File: config.mk
export PLATFORM = sky130hd
export DESIGN_NAME = cube_root_controller_flat
export DESIGN_NICKNAME = d
export VERILOG_FILES = /design/src/rtl/cube_root_controller_if.sv /design/src/rtl/cube_root_controller.sv /design/src/flat_wrapper.sv
export SDC_FILE = /design/constraint.sdc
export NUM_CORES = 1
export LEC_CHECK = 0
export CELL_PAD_IN_SITES_DETAIL_PLACEMENT = 1
export CELL_PAD_IN_SITES_GLOBAL_PLACEMENT = 1
export CORE_MARGIN = 3
export CORE_UTILIZATION = 55
export DETAILED_ROUTE_END_ITERATION = 16
export DONT_BUFFER_PORTS = 1
export PLACE_DENSITY_LB_ADDON = 0.1
export SYNTH_ARGS = -nofsm -noshare
export SYNTH_HDL_FRONTEND = slang
export SYNTH_SLANG_ARGS = --single-unit
File: constraint.sdc
create_clock -name clk -period 14.7 [get_ports clk]
set_input_delay 2.94 -clock clk [delete_from_list [all_inputs] [get_ports clk]]
set_output_delay 2.94 -clock clk [all_outputs]
set_load 0.1 [all_outputs]
File: src/rtl/cube_root_controller_if.sv
// Handshake and result bundle for the cube-root controller.
// The master drives the request side, and the slave (the controller) drives the status and result side.
interface cube_root_controller_if;
  logic        start;
  logic [31:0] radicand;
  logic        busy;
  logic        done;
  logic [10:0] root;
  logic [32:0] remainder;
  logic [3:0]  iter;

  modport master (
    output start, radicand,
    input  busy, done, root, remainder, iter
  );

  modport slave (
    input  start, radicand,
    output busy, done, root, remainder, iter
  );
endinterface

File: src/rtl/cube_root_controller.sv
// Sequential digit-by-digit floor cube root of a 32-bit unsigned operand.
// Each of the 11 three-bit groups takes one FACTOR cycle and one COMPARE cycle.
module cube_root_controller (
  input  logic                    clk,
  input  logic                    clear_n,
  cube_root_controller_if.slave   bus
);

  typedef enum logic [1:0] {
    IDLE    = 2'd0,
    FACTOR  = 2'd1,
    COMPARE = 2'd2,
    DONE    = 2'd3
  } state_t;

  state_t      state_q, state_d;
  logic [32:0] rad_q, rad_d;
  logic [10:0] root_q, root_d;
  logic [32:0] rem_q, rem_d;
  logic [3:0]  iter_q, iter_d;
  logic [32:0] trial_q, trial_d;
  logic [32:0] factor_q, factor_d;

  logic [3:0]  grp;
  logic [5:0]  shamt;
  logic [2:0]  grp_bits;
  logic [32:0] a;
  logic [32:0] factor_calc;
  logic [32:0] trial_calc;
  logic        fits;

  // The group index counts down from 10, so the most significant group is handled first.
  assign grp         = 4'd10 - iter_q;
  assign shamt       = 6'(grp) * 6'd3;
  assign grp_bits    = 3'(rad_q >> shamt);
  assign a           = {21'b0, root_q, 1'b0};
  assign factor_calc = (a * a * 33'd3) + (a * 33'd3) + 33'd1;
  assign trial_calc  = {rem_q[29:0], grp_bits};
  assign fits        = (trial_q >= factor_q);

  always_ff @(posedge clk or negedge clear_n) begin
    if (!clear_n) begin
      state_q  <= IDLE;
      rad_q    <= '0;
      root_q   <= '0;
      rem_q    <= '0;
      iter_q   <= '0;
      trial_q  <= '0;
      factor_q <= '0;
    end else begin
      state_q  <= state_d;
      rad_q    <= rad_d;
      root_q   <= root_d;
      rem_q    <= rem_d;
      iter_q   <= iter_d;
      trial_q  <= trial_d;
      factor_q <= factor_d;
    end
  end

  always_comb begin
    state_d  = state_q;
    rad_d    = rad_q;
    root_d   = root_q;
    rem_d    = rem_q;
    iter_d   = iter_q;
    trial_d  = trial_q;
    factor_d = factor_q;

    unique case (state_q)
      IDLE: begin
        if (bus.start) begin
          rad_d   = {1'b0, bus.radicand};
          root_d  = '0;
          rem_d   = '0;
          iter_d  = '0;
          state_d = FACTOR;
        end
      end
      FACTOR: begin
        trial_d  = trial_calc;
        factor_d = factor_calc;
        state_d  = COMPARE;
      end
      COMPARE: begin
        if (fits) begin
          rem_d  = trial_q - factor_q;
          root_d = {root_q[9:0], 1'b1};
        end else begin
          rem_d  = trial_q;
          root_d = {root_q[9:0], 1'b0};
        end
        if (iter_q == 4'd10) begin
          state_d = DONE;
        end else begin
          iter_d  = iter_q + 4'd1;
          state_d = FACTOR;
        end
      end
      DONE: begin
        state_d = IDLE;
      end
      default: state_d = IDLE;
    endcase
  end

  assign bus.busy      = (state_q != IDLE);
  assign bus.done      = (state_q == DONE);
  assign bus.root      = root_q;
  assign bus.remainder = rem_q;
  assign bus.iter      = iter_q;

endmodule

File: src/flat_wrapper.sv
// flat-port wrapper written by rule: the top's interface ports become plain ports
module cube_root_controller_flat 
  (clk, clear_n, bus_start, bus_radicand, bus_busy, bus_done, bus_root, bus_remainder, bus_iter);
  cube_root_controller_if bus_i ();
  input  logic clk;
  input  logic clear_n;
  input wire logic [$bits(bus_i.start)-1:0] bus_start;
  input wire logic [$bits(bus_i.radicand)-1:0] bus_radicand;
  output wire logic [$bits(bus_i.busy)-1:0] bus_busy;
  output wire logic [$bits(bus_i.done)-1:0] bus_done;
  output wire logic [$bits(bus_i.root)-1:0] bus_root;
  output wire logic [$bits(bus_i.remainder)-1:0] bus_remainder;
  output wire logic [$bits(bus_i.iter)-1:0] bus_iter;
  assign bus_i.start = bus_start;
  assign bus_i.radicand = bus_radicand;
  assign bus_busy = bus_i.busy;
  assign bus_done = bus_i.done;
  assign bus_root = bus_i.root;
  assign bus_remainder = bus_i.remainder;
  assign bus_iter = bus_i.iter;
  cube_root_controller u_core (.clk(clk), .clear_n(clear_n), .bus(bus_i));
endmodule
After elaboration in Yosys (flattened, before gate mapping)
Cells that the tools add are included.
Storage, ports and cells
  bits in registers: 148
  input bits: 35
  output and inout port bits: 50
  word-level logic and storage cells: 42
Operators by class
  add/sub/neg operators: 5
  multipliers: 4
  magnitude comparators: 1
  equal/unequal tests: 6
  shift-type cells: 1
  muxes and demuxes: 12
  reduce and logical (&&, ||, !) cells: 6
Operator list (number)
  $mux 33: 2
  $pmux 33 s2: 1
  $add 33x1->33 const B: 1
  $add 33x33->33: 1
  $ge 33x33->1: 1
  $sub 33x33->33: 1
  $shr 32x6->3: 1
  $mul 31x2->31 const B: 1
  $mul 11x11->22: 1
  $pmux 11 s2: 1
  $mul 11x2->13 const B: 1
  $mux 11: 1
  $mux 4: 2
  $pmux 2 s4: 1
  $pmux 4 s2: 1
  $mul 4x2->6 const B: 1
  $add 4x1->4 const B: 1
  $eq 2x2->1 const B: 2
  $eq 4x4->1 const B: 1
  $mux 2: 2
  $ne 2x2->1 const B: 2
  $reduce_and 2->1: 2
  $reduce_bool 2->1: 2
  $sub 4x4->4 const A: 1
  4 further kinds: 4

Depth between registers and ports, before layout
Gate-level depths: netlist (run 1).
  depth after elaboration: 4
  gate-level depth with buffers: 32
  mapped depth without buffers: 31

Least setup slack after synthesis (run 1)
OpenSTA, ideal clock, no wires.
  path kind: flip-flop to flip-flop
  from: reg u_core.root_q[7] (netlist: u_core.bus.root[7])
  to: reg u_core.factor_q[22]
  setup time: 0.125 ns
  arrival: 7.795 ns
  data required time: 14.575 ns
  slack: 6.780 ns
  cell stages (with the launch flop): 30
  path buffers: 1
  clock period less this slack: 7.920 ns
  cell sequence: dfrtp_1 clkbuf_1 nand2_1 fa_1 inv_1 fa_1 inv_1 fa_1 inv_1 fa_1 inv_1 fa_1 inv_1 ha_1 a21o_1 nor3_1 a21oi_1 xor2_1 ha_1 a211o_1 a21oi_1 xnor2_1 ha_1 nand2_1 o21ai_0 nand4_1 nor4_1 nand2_1 xnor2_1 mux2_2
Between the ends
  longest elaborated chain between the ends: 4
  elaborated cells between the ends (all ways): 5
  those cells by class: 2 x add/sub; 3 x mul
RTL lines
  start, declared: RTL line cube_root_controller.sv:18  | logic [10:0] root_q, root_d;
  start signal, assigned: RTL line cube_root_controller.sv:53  | root_q <= root_d;
  $mul 11x11->22: RTL line cube_root_controller.sv:37  | assign factor_calc = (a * a * 33'd3) + (a * 33'd3) + 33'd1;
  $mul 31x2->31: RTL line cube_root_controller.sv:37
  $add 33x33->33 *: RTL line cube_root_controller.sv:37
  $add 33x1->33 *: RTL line cube_root_controller.sv:37
  end signal, assigned: RTL line cube_root_controller.sv:57  | factor_q <= factor_d;
  end, declared: RTL line cube_root_controller.sv:22  | logic [32:0] factor_q, factor_d;
Every way passes the cells marked *; elsewhere a longest branch is shown, timed or not.
A chain may end at the register's enable or synchronous reset.

Worst setup path in the final report (run 1)
  from: reg u_core.root_q[4] (netlist: u_core.bus.root[4])
  to: reg u_core.factor_q[25]
Same word-level chain as after synthesis.

==> results of run 1 <==
-- cell usage in the layout (no fill, tap or decap), types with 17 or more instances in the layout --
cell	count
nand2_1	217
inv_1	155
dfrtp_1	142
ha_1	130
a21oi_1	84
nor2_1	69
fa_1	67
o21ai_0	62
xnor2_1	61
a21o_1	42
xor2_1	37
mux2_2	36
and2_1	22
o21ai_1	19
nor3_1	18
clkbuf_16	17
buf_4	17
-- metrics by stage --
| step | total power, uW | hold slack [ns] | instance area (sq um) | std cells | setup WS (ns) |
|---|---|---|---|---|---|
| detailed placement | 2420 | 0.466 | 13000 | 1663 | 6.22 |
| floorplan | 2060 | 0.441 | 12700 | 1413 | 6.78 |
| global placement | 2360 | 0.459 | 13000 | 1663 | 6.44 |
| finish | 2910 | 0.485 | 13600 | 1695 | 6.18 |
| global route | 3110 | 0.510 | 13600 | 1695 | 5.52 |
| CTS | 2920 | 0.486 | 13600 | 1695 | 6.18 |
-- kinds of logic (layout without fill, tap and decap cells) --
logic type,Yosys count,after routing,share of synthesized area (%)
AO/OA/AOI/OAI,306,306,15.5
XOR/XNOR,100,100,7.14
adder cells (fa/ha/maj),197,197,23.4
buffers and inverters,204,206,6.23
flip-flops,142,142,28.1
multiplexers,51,51,4.98
other,2,2,0.0593
AND/OR/NAND/NOR,411,411,14.6
-- report_power, final --
group / internal [uW] / switching [uW]
clock: 232 / 224
combinational: 589 / 930
sequential: 531 / 407
-- final timing paths --
path	from	to	slack (ns)	cells after the start
min in group asynchronous	clear_n	u_core.factor_q[7]	2.20	0
setup / recovery	u_core.bus.root[4]	u_core.factor_q[25]	6.18	27
hold reg to reg	u_core.factor_q[6]	u_core.factor_q[6]	0.49	2
max in group asynchronous	clear_n	u_core.factor_q[2]	12.20	0
setup reg to reg	u_core.bus.root[4]	u_core.factor_q[25]	6.18	27
hold / removal	u_core.factor_q[6]	u_core.factor_q[6]	0.49	2
-- flip-flops by register name, summed over array words and instances, names as in the netlist --
register              count
u_core.state_q            2
u_core.bus.remainder     33
u_core.trial_q           33
u_core.bus.root          11
u_core.factor_q          27
u_core.rad_q             32
u_core.bus.iter           4
-- per-layer routing --
metal	routed length [um]	share of wire, %	vias up
met4	658	1.9	0
met1	15500	44	5190
li1	-	-	4744
met2	17400	49	247
met5	0	0	-
met3	1860	5.3	57
-- layout make-up --
type | count | area [sq um] | area share [%]
inverters | 157 | 589 | 4.34
repair buffers | 17 | 128 | 0.940
clock inverters | 15 | 189 | 1.39
well taps | 280 | 350 | 2.58
flip-flops and latches | 142 | 3550 | 26.2
clock buffers | 17 | 425 | 3.13
multi-input cells | 1067 | 8340 | 61.4
-- critical path, stage by stage (launching register included) --
cell and delay, ns:
dfrtp_1 1.06, clkinv_1 0.55, nor2_1 0.30, fa_1 0.45, inv_1 0.08, fa_1 0.41
inv_1 0.10, fa_1 0.43, fa_1 0.55, inv_1 0.05, fa_1 0.52, inv_1 0.04
ha_1 0.41, o21a_1 0.19, o211ai_2 0.11, a211o_2 0.37, a31oi_1 0.26, a21oi_1 0.16
o21bai_1 0.15, a21oi_1 0.10, xnor2_1 0.37, ha_1 0.39, and4b_1 0.24, a211o_1 0.23
a211oi_2 0.30, and3_1 0.26, and4_1 0.22, o31ai_2 0.07
==> impl_metrics.env, run 1 <==
export IMPL_outcome="complete, no violations"
export IMPL_placementRows=54
export IMPL_ys_seq_area_share_pct=28.1
export IMPL_ir_drop_v=0.000150
export IMPL_drc=0
export IMPL_grtUsageTotal_pct=29.4
export IMPL_ys_top_cells_by_area="dfrtp_1, ha_1, fa_1"
export IMPL_fill_cells=2551
export IMPL_numPortBuffers=0
export IMPL_ys_seq_elements=142
export IMPL_synth_common_cells="nand2_1, inv_1, dfrtp_1, ha_1, a21oi_1"
export IMPL_hpwl_mm=25.2
export IMPL_finalSetupTns_ns=0
export IMPL_met3_usage_pct=6.29
export IMPL_post_route_min_period_ns=8.52
export IMPL_totalWireLength_mm=35.4
export IMPL_max_cap_violations=0
export IMPL_tightest_slew_ns=1.13
export IMPL_io_pins=85
export IMPL_finalHoldViolations=0
export IMPL_synth_area_sq_mm=0.0127
export IMPL_grt_overflow=0
export IMPL_yosysTopAreaCell="dfrtp_1"
export IMPL_clock_sinks=142
export IMPL_rsz0062_at_grt="no"
export IMPL_routabilityCongestion=0.880
export IMPL_fmax_mhz=117
export IMPL_post_cts_buffers=0
export IMPL_first_global_vias=11200
export IMPL_htree_levels=4
export IMPL_worstHoldPathType="register to register"
export IMPL_synthArstFlopShare_pct=100
export IMPL_grt_max_degree=143
export IMPL_syn2layout_area_growth_pct=7.23
export IMPL_crit_path_end_kind="register"
export IMPL_synth_top_area_share_pct=28.1
export IMPL_vias=10200
export IMPL_synth_net_count=1645
export IMPL_synth_cells=1413
export IMPL_final_nets=1634
export IMPL_drv_slew=0
export IMPL_worstPathMaxFanout=8
export IMPL_antenna_found_initial=0
export IMPL_yosysWarnings=0
export IMPL_synth_flop_cell="dfrtp_1"
export IMPL_cts_tree="built"
export IMPL_root_buffer="clkbuf_16"
export IMPL_n_antenna_cell=0
export IMPL_via_per_inst=6.04
export IMPL_power_density_mw_per_mm2=215
export IMPL_start_kind="register"
export IMPL_synth_most_common_cell="nand2_1"
export IMPL_clk_pin_slew_worst_paths_ns=0.07
export IMPL_die_h_um=158
export IMPL_cts_buffers=17
export IMPL_met1_usage_pct=37.6
export IMPL_min_period_over_period_pct=58.0
export IMPL_busiest_layer="met2"
export IMPL_dieArea_sq_mm=0.0249
export IMPL_avgSynthCellArea_sq_um=8.96
export IMPL_insertion_delay_ns=0.45
export IMPL_final_core_util_pct=61.1
export IMPL_die_x_um=158
export IMPL_crit_required_ns=15.00
export IMPL_power_leakage_uw=0.00687
export IMPL_core_area_sq_mm=0.0222
export IMPL_cts_resized=0
export IMPL_ant_nets=0
export IMPL_drtIter0Drc=520
export IMPL_path_class="register to register"
export IMPL_dr_pass1_iters=5
export IMPL_synth_edff_count=0
export IMPL_initial_core_util_pct=57.0
export IMPL_finClkSkew_ns=0.0240
export IMPL_synth_cell_type_count=75
export IMPL_grt_pass1_wl_mm=57.7
export IMPL_wl_per_cell_um=20.9
export IMPL_cts_hold_buf=0
export IMPL_slew_headroom_pct=24.8
export IMPL_drive_gt1_share_pct=8.27
export IMPL_crit_arrival_ns=8.82
export IMPL_clockBufferDepth=2
export IMPL_setup_viol=0
export IMPL_met2_usage_pct=50.8
Note: power is estimated with default switching activity, not from simulation.
==> run 2: changes to the inputs <==
CORE_UTILIZATION = 46   (was 55)
clock period = 7.75 ns   (was 14.7 ns; I/O delays follow)
==> run 2 against run 1 <==
Net effect: hold slack better by 0.0023 ns; sequential share of layout area down 0.54 points; worst setup slack worse by 5.8 ns; critical path type unchanged; die area up 19%; sequential power up 90%; combinational power up 86%; largest power group unchanged; via count down 4.3%; first-iteration DRC count down 14%; clock skew down 0.012 ns; final area up 2.3%; clock-buffer cell count unchanged.
==> impl_metrics.env, run 2 (same netlist as run 1, synthesis figures left out) <==
export IMPL_outcome="complete, no violations"
export IMPL_syn2layout_area_growth_pct=9.70
export IMPL_numPortBuffers=0
export IMPL_rr_startpoint="u_core.bus.root[4]"
export IMPL_power_density_mw_per_mm2=395
export IMPL_path_class="register to register"
export IMPL_swShare_pct=51.9
export IMPL_dieArea_sq_mm=0.0296
export IMPL_p_seq_share_pct=32.4
export IMPL_wl_per_cell_um=18.6
export IMPL_cts_buffers=17
export IMPL_slowest_stage="fa_1"
export IMPL_hp_start="u_core.factor_q[11]"
export IMPL_dr_pass1_iters=5
export IMPL_dp_slack_ns=0.0444
export IMPL_p_sw_uw=2840
export IMPL_clockBufferDepth=2
export IMPL_routabilityCongestion=0.854
export IMPL_power_leakage_uw=0.00696
export IMPL_final_nets=1646
export IMPL_slew_headroom_pct=29.3
export IMPL_setup_viol=0
export IMPL_root_buffer="clkbuf_16"
export IMPL_die_x_um=172
export IMPL_clock_power_share_pct=16.0
export IMPL_drv_slew=0
export IMPL_max_stage_delay_ns=0.53
export IMPL_die_h_um=172
export IMPL_htree_levels=4
export IMPL_totalWireLength_mm=32.8
export IMPL_hold_ws_ns=0.487
export IMPL_worstPathMaxFanout=5
export IMPL_n_antenna_cell=0
export IMPL_layout_common_cells="nand2_1, inv_1, dfrtp_1"
export IMPL_via_per_inst=5.54
export IMPL_drive_gt1_share_pct=11.1
export IMPL_finClkSkew_ns=0.0122
export IMPL_cts_tree="built"
export IMPL_ir_drop_v=0.000207
export IMPL_crit_path_frequent_cell="inv_1"
export IMPL_fmax_mhz=135
export IMPL_hpwl_mm=25.0
export IMPL_crit_required_ns=8.04
export IMPL_cp_startpoint="u_core.bus.root[4]"
export IMPL_cts_hold_buf=0
export IMPL_tightest_slew_ns=1.06
export IMPL_grt_pass1_wl_mm=54.6
export IMPL_crit_arrival_ns=7.69
export IMPL_grt_max_degree=143
export IMPL_post_route_min_period_ns=7.40
export IMPL_placementRows=60
export IMPL_start_kind="register"
export IMPL_clk_pin_slew_worst_paths_ns=0.07
export IMPL_initial_core_util_pct=46.9
export IMPL_first_global_vias=10500
export IMPL_clock_sinks=142
export IMPL_antenna_found_initial=0
export IMPL_max_cap_violations=0
export IMPL_vias=9797
export IMPL_insertion_delay_ns=0.44
export IMPL_drc=0
export IMPL_core_area_sq_mm=0.0270
export IMPL_final_common_cell="nand2_1"
export IMPL_worstHoldPathType="register to register"
export IMPL_ant_nets=0
export IMPL_comb_power_share_pct=51.6
export IMPL_crit_path_end_kind="register"
export IMPL_min_period_over_period_pct=95.5
export IMPL_grt_overflow=0
export IMPL_grtUsageTotal_pct=23.2
export IMPL_fin_ws_ns=0.350
export IMPL_io_pins=85
export IMPL_finalHoldViolations=0
export IMPL_drtIter0Drc=446
export IMPL_intPower_uw=2640
run 2: cell types whose count changed in the layout (fill, tap and decap cells not counted), moves of 4 or more:
cell      change
a21oi_1       -4
buf_4         +8
ha_2          +4
dfrtp_1       -5
ha_1          -4
clkinv_8      -5
buf_6         +4
a21oi_2       +4
dfrtp_2       +5
run 2: per-stage QoR:
stage / std cells / util, % / cell area (sq um) / power (uW) / TNS [ns]
floorplan: 1413 / - / 12700 / 3900 / 0
global placement: 1733 / 48.5 / 13100 / 4540 / 0
detailed placement: 1733 / 48.5 / 13100 / 4610 / 0
global route: 1768 / 51.4 / 13900 / 5920 / -0.160
CTS: 1765 / 50.8 / 13700 / 5530 / 0
finish: 1768 / 51.4 / 13900 / 5480 / 0
run 2: critical path, delay by kind of cell (launching register included):
kind | cells | cell delay [ns]
AO/OA/AOI/OAI | 11 | 2.30
XOR/XNOR | 1 | 0.12
buffers and inverters | 6 | 0.33
AND/OR/NAND/NOR | 4 | 0.69
flip-flops | 1 | 0.40
adder cells (fa/ha/maj) | 8 | 3.41
run 2: worst paths after layout:
check	to	slack, ns	depth (start not counted)
min reg2reg	u_core.factor_q[11]	0.49	2
min	u_core.factor_q[11]	0.49	2
max	u_core.factor_q[25]	0.35	30
max in group asynchronous	u_core.bus.root[2]	6.59	0
max reg2reg	u_core.factor_q[25]	0.35	30
min in group asynchronous	u_core.factor_q[6]	0.81	0
run 2: timing repair:
item                       4_1_cts  5_1_grt
setup endpoints to repair        0        7
gates resized for setup          0       31
setup buffers                    0        3
run 2: final cells by class:
cell class | count | area [sq um]
sequential | 142 | 3560
clock buffer | 17 | 425
clock inverter | 15 | 194
multi-input combinational | 1067 | 8460
fill | 3111 | 13100
tap | 341 | 427
inverter | 157 | 589
timing repair buffer | 29 | 233
run 2: power by group through the flow:
| stage | Combinational (uW) | Sequential [uW] | Clock (uW) |
|---|---|---|---|
| 2_1_floorplan | 2110 | 1790 | 0 |
| 3_3_place_gp | 2760 | 1780 | 0 |
| 3_5_place_dp | 2820 | 1790 | 0 |
| 4_1_cts | 2850 | 1780 | 898 |
| 5_1_grt | 3170 | 1820 | 929 |
| 6_report | 2830 | 1780 | 879 |
run 2: routing by layer:
metal  GRT usage, %  part of all wire (%)  vias up
li1               -                     -     4755
met1           31.6                    47     4893
met2           38.6                    48      125
met3           4.80                   3.9       24
met4           4.51                   1.1        0
met5              0                     0        -
